--- config.mk ---
export PLATFORM = sky130hd
export DESIGN_NAME = forward_ctrl
export DESIGN_NICKNAME = d
export VERILOG_FILES = /design/src/rtl/forward_ctrl.sv
export SDC_FILE = /design/constraint.sdc
export NUM_CORES = 1
export LEC_CHECK = 0
export BUFFER_PORTS_ARGS = -buffer_cell sky130_fd_sc_hd__buf_2
export CAP_MARGIN = 5
export CORE_UTILIZATION = 50
export CTS_CLUSTER_DIAMETER = 40
export DETAILED_ROUTE_END_ITERATION = 7
export GPL_TIMING_DRIVEN = 0
export PLACE_DENSITY = 0.79
export SLEW_MARGIN = 15
export SYNTH_ARGS = -nofsm -noshare
export SYNTH_HDL_FRONTEND = slang
export SYNTH_SLANG_ARGS = --single-unit
--- constraint.sdc ---
create_clock -name clk -period 6.3 [get_ports clk]
set_input_delay 1.89 -clock clk [delete_from_list [all_inputs] [get_ports clk]]
set_output_delay 1.89 -clock clk [all_outputs]
set_load 0.005 [all_outputs]
--- src/rtl/forward_ctrl.sv ---
// forward_ctrl: EX-stage operand forwarding selects and load-use stall detection
// for a 5-stage pipeline with a 32-entry register file (X31 reads as zero).
module forward_ctrl (
  input  logic       clk,
  input  logic       reset_n,
  input  logic [4:0] id_rn,
  input  logic [4:0] id_rm,
  input  logic       id_rn_used,
  input  logic       id_rm_used,
  input  logic       id_use_imm,
  input  logic [4:0] id_rd,
  input  logic       id_reg_write,
  input  logic       id_mem_read,
  input  logic       id_valid,
  input  logic       flush,
  output logic [1:0] sel_a,
  output logic [1:0] sel_b,
  output logic       stall
);

  localparam int unsigned REG_W = 5;
  localparam int unsigned SEL_W = 2;
  localparam logic [REG_W-1:0] XZR = REG_W'(31);

  localparam logic [SEL_W-1:0] SEL_RF  = SEL_W'(0);
  localparam logic [SEL_W-1:0] SEL_EX  = SEL_W'(1);
  localparam logic [SEL_W-1:0] SEL_MEM = SEL_W'(2);
  localparam logic [SEL_W-1:0] SEL_IMM = SEL_W'(3);

  // EX stage bookkeeping (instruction currently executing)
  logic             ex_valid;
  logic [REG_W-1:0] ex_rd;
  logic             ex_reg_write;
  logic             ex_mem_read;

  // MEM stage bookkeeping (instruction one stage older)
  logic             mem_valid;
  logic [REG_W-1:0] mem_rd;
  logic             mem_reg_write;

  logic             rn_ex_hit;
  logic             rn_mem_hit;
  logic             rm_ex_hit;
  logic             rm_mem_hit;
  logic             issue;
  logic [SEL_W-1:0] sel_a_nxt;
  logic [SEL_W-1:0] sel_b_nxt;

  // A stage can supply a source only if it really writes that register and it is not XZR
  function automatic logic hit(input logic [REG_W-1:0] src, input logic used,
                               input logic stg_valid, input logic stg_rw,
                               input logic [REG_W-1:0] stg_rd);
    return used && (src != XZR) && stg_valid && stg_rw && (stg_rd == src);
  endfunction

  // Hazard detection, stall request and next-cycle select computation
  always_comb begin
    rn_ex_hit  = hit(id_rn, id_rn_used, ex_valid, ex_reg_write, ex_rd);
    rn_mem_hit = hit(id_rn, id_rn_used, mem_valid, mem_reg_write, mem_rd);
    rm_ex_hit  = hit(id_rm, id_rm_used, ex_valid, ex_reg_write, ex_rd);
    rm_mem_hit = hit(id_rm, id_rm_used, mem_valid, mem_reg_write, mem_rd);

    // rm is ignored when operand B comes from the immediate
    stall = reset_n && id_valid && !flush && ex_mem_read &&
            (rn_ex_hit || (!id_use_imm && rm_ex_hit));

    issue = id_valid && !flush && !stall;

    sel_a_nxt = SEL_RF;
    if (rn_ex_hit)       sel_a_nxt = SEL_EX;
    else if (rn_mem_hit) sel_a_nxt = SEL_MEM;

    sel_b_nxt = SEL_RF;
    if (id_use_imm)      sel_b_nxt = SEL_IMM;
    else if (rm_ex_hit)  sel_b_nxt = SEL_EX;
    else if (rm_mem_hit) sel_b_nxt = SEL_MEM;
  end

  // Pipeline tracking and registered selects; non-issuing cycles become bubbles
  always_ff @(posedge clk) begin
    if (!reset_n) begin
      ex_valid      <= 1'b0;
      ex_rd         <= '0;
      ex_reg_write  <= 1'b0;
      ex_mem_read   <= 1'b0;
      mem_valid     <= 1'b0;
      mem_rd        <= '0;
      mem_reg_write <= 1'b0;
      sel_a         <= SEL_RF;
      sel_b         <= SEL_RF;
    end else begin
      mem_valid     <= ex_valid;
      mem_rd        <= ex_rd;
      mem_reg_write <= ex_reg_write;
      if (issue) begin
        ex_valid     <= 1'b1;
        ex_rd        <= id_rd;
        ex_reg_write <= id_reg_write;
        ex_mem_read  <= id_mem_read;
        sel_a        <= sel_a_nxt;
        sel_b        <= sel_b_nxt;
      end else begin
        ex_valid     <= 1'b0;
        ex_mem_read  <= 1'b0;
        sel_a        <= SEL_RF;
        sel_b        <= SEL_RF;
      end
    end
  end

endmodule

==> impl_summary.txt <==
----------------------------------------------------
[Run status]
  Outcome ... finished, final reports clean

[Yosys]
  Total of flip-flops plus latches after synthesis ... 19
  Number of nets produced by synthesis ... 126
  Xor and xnor fraction of the mapped netlist area ... 0.192
  Number of distinct library cells after synthesis ... 25
  Instance count of the mapped netlist ... 102
  Number of synthesis warnings ... 0
  Synthesized area per cell ... 8.94 um^2
  Proportion of synthesized area in mux cells ... 0.0658
  Largest family of logic cells by synthesized area ... simple AND/OR/NAND/NOR gates
  Cell Area, Synth ... 912 um^2
  Sequential cell area fraction in the yosys report ... 0.417
  Fraction of the mapped netlist area in simple logic gates ... 0.244
  Synth Area in Compound Gates ... 0.0357
  Post-Synth Adder-Cell Area ... 0

[Timing]
  Final Worst Setup Slack ... 1.20 ns
  Post-Route Skew ... 0.00441 ns
  Max Fclk ... 196 MHz
  Setup TNS ... 0 ns
  Number of setup violations in the final report ... 0
  Tightest Pin Transition ... 0.478 ns
  Tightest slew margin relative to the limit ... 0.679
  Share of the clock period used by the worst path after layout ... 0.809
  Final Hold Violating Endpoints ... 0
  Total count of max-transition violations in the final report ... 0
  Unrepaired setup endpoints after global routing ... false
  Worst hold-check slack ... 0.437 ns
  Fin crit period ... 5.10 ns

[Final layout]
  Share of post-route cells with drive strength above 1 ... 0.254
  Commonest non-fill, non-tap cells in the layout ... buf_2, dfxtp_1, nand2_1, xnor2_1, xor2_1
  Fill count ... 161
  Area of combinational cells with multiple inputs ... 490 um^2
  Commonest non-fill, non-tap cell in the layout ... buf_2
  Area growth from synthesis to layout ... 21.7%
  Post-route design area ... 1110 um^2
  Antenna Diode Count ... 0
  Final net count ... 159
  Sequential Area ... 380 um^2
  Final Instance Count excl. Fillers ... 159

[Clocking]
  Number of gates resized after CTS ... 0
  Clock tree buffer depth ... 2
  Clk root buf ... clkbuf_4
  Cts hold-fix bufs ... 0
  Count of buffers added by post-CTS timing repair for setup ... 0
  Clock Latency Late Sink ... 0.29 ns
  Clock transition at path regs ... 0.10 ns
  CTS tree ... yes
  CTS H-tree depth ... 1
  Sinks on the clock net ... 19
  Number of buffers created by CTS ... 3

[Power]
  Peak supply drop ... 153 uV
  Internal power ... 0.166 mW
  Net load switching power ... 0.0557 mW
  Total power divided by cell area ... 199 nW/um^2
  Part of the total power dissipated in the clock network ... 0.277
  Proportion of power drawn by flip-flops and latches ... 0.577
  Combinational Power Share ... 0.145
  Switching share of power ... 0.252
  Leakage power ... 0.545 nW

[Worst setup path]
  Worst setup path start ... id_rm[0]
  Worst stage delay on the critical path ... 0.46 ns
  Levels on crit path ... 7
  R2r startpoint ... ex_rd[0]$_SDFFE_PN0P_
  Worst reg-to-reg setup slack ... 4.49 ns
  Critical setup path kind ... in -> out
  Worst endpoint data arrival time ... 3.21 ns
  Type of destination of the critical path ... primary output
  Slowest CP cell ... nor4_1
  End of the worst register-to-register path ... ex_rd[4]$_SDFFE_PN0P_
  Number of cells on the worst reg-to-reg path ... 6
  Cell family contributing the most delay on the critical path ... simple AND/OR/NAND/NOR gates
  Startpoint kind of the worst setup timing path ... input pin
  Crit path required time ... 4.41 ns
  Cell chain of the critical path ... buf_2 -> xor2_1 -> nor4_1 -> and4_4 -> nor2_1 -> nor2_1 -> buf_2
  Number of buffers and inverters on the critical path ... 2
  Critical Path Fanout Max ... 4

[Die]
  Placeable core region ... 1730 um^2
  Initial Utilization ... 0.528
  Die extent in y ... 44.7 um
  I/O pin count ... 29
  Chip width ... 44.7 um
  Area of the die ... 2000 um^2
  Number of cell rows ... 15

[Place]
  Final weighted congestion of routability-driven global placement ... 0.793
  # port buffers ... 28
  DPL Wire Length ... 1510 um
  Dpl cells ... 155
  Placed Instance Area ... 1080 um^2
  Pre-CTS setup slack ... 1.20 ns

[Detailed routing]
  DR iter-0 viols ... 7
  Final wirelength ... 1840 um
  Number of vias in the routed layout ... 777
  Antenna Violating Nets Remaining ... 0
  Avg Vias per Cell ... 4.89
  DRC violations left ... 0
  First-pass detailed-route iteration total ... 4
  Routed wire length per instance ... 11.6 um

[Hold path]
  Hold Path Stages ... 1
  Endpoint with the worst hold slack ... sel_a[0]$_SDFF_PN0_
  Min-delay worst type ... reg -> reg
  Hold path startpoint ... ex_mem_read$_SDFF_PN0_

[Global routing]
  Met2 Usage GRT ... 0.391
  Global route total overflow ... 0
  Number of antenna violations at the first check in global routing ... 0
  Wire length of the first global-routing pass ... 2960 um
  Via count of the first global-routing pass ... 740
  Met1 track utilization from global routing ... 0.224
  Tot GR Track Use ... 0.205
  Pin count of the biggest net entering global routing ... 11
  Grt met3 use ... 0.0240
  Layer carrying the most global-route usage ... met2

[Flow run]
  Max-cap violations ... 0

----------------------------------------------------
flip-flops by register name (all words and copies together), names as in the netlist:
register,flops
ex_reg_write,1
sel_b,2
sel_a,2
ex_valid,1
mem_valid,1
ex_mem_read,1
ex_rd,5
mem_reg_write,1
mem_rd,5
metrics by stage:
stage / power [mW] / util
finish: 0.221 / 0.643
global route: 0.233 / 0.643
CTS: 0.222 / 0.643
detailed placement: 0.163 / 0.628
global placement: 0.162 / 0.628
floorplan: 0.148 / -
metal layers:
metal / vias to the layer above / wire length, um
li1: 404 / -
met1: 352 / 778
met2: 17 / 969
met3: 4 / 58
met4: 0 / 36
met5: - / 0
worst register-to-register path, stage by stage (launching register included):
cell,delay [ns]
dfxtp_1,0.36
xor2_1,0.16
nor4_1,0.46
and4_4,0.32
or4b_4,0.13
buf_6,0.13
mux2i_1,0.19
cell families after synthesis:
group,Yosys count
and+or+nand+nor,43
xor gates and xnor gates,20
DFF,19
buffers and inverters,9
muxes,6
AOI/OAI and AO/OA,5
final cells by class:
| cell class | count | area share |
|---|---|---|
| clock buffer | 4 | 0.0237 |
| sequential | 19 | 0.343 |
| multi-input combinational | 74 | 0.442 |
| timing repair buffer | 28 | 0.126 |
| buffer | 2 | 0.0135 |
| tap | 25 | 0.0282 |
| inverter | 7 | 0.0237 |
worst max-delay path by stage:
stage                       end  slack, ns
after CTS                 stall       1.21
after detailed placement  stall       1.20
final                     stall       1.20
after global placement    stall       1.23
after global routing      stall       1.14
after floorplan           stall       1.57
power groups by stage:
stage                     Clock, mW  Combinational (mW)  Sequential [mW]
after detailed placement          0              0.0322            0.130
after global placement            0              0.0314            0.130
after global routing         0.0693              0.0354            0.128
after CTS                    0.0621              0.0325            0.128
final                        0.0613              0.0322            0.128
after floorplan                   0              0.0187            0.130
synth_stat cells (all sizes together):
cell type | number | share of area
nor3 | 2 | 0.011
mux2i | 6 | 0.066
and2 | 1 | 0.0069
a31oi | 1 | 0.0069
nor2 | 7 | 0.029
inv | 7 | 0.029
or3 | 1 | 0.0069
nand3b | 1 | 0.0082
nor4b | 1 | 0.0096
and3 | 1 | 0.0069
o21ai | 2 | 0.011
and4 | 1 | 0.012
or4b | 1 | 0.015
o21a | 1 | 0.0082
dfxtp | 19 | 0.42
nor4 | 3 | 0.021
a41oi | 1 | 0.0096
and3b | 1 | 0.0096
nand4 | 3 | 0.021
clkbuf | 1 | 0.0041
nand3 | 4 | 0.022
xor2 | 9 | 0.086
xnor2 | 11 | 0.11
nand2 | 16 | 0.066
buf | 1 | 0.012
Note: power is estimated with default switching activity, not from simulation.
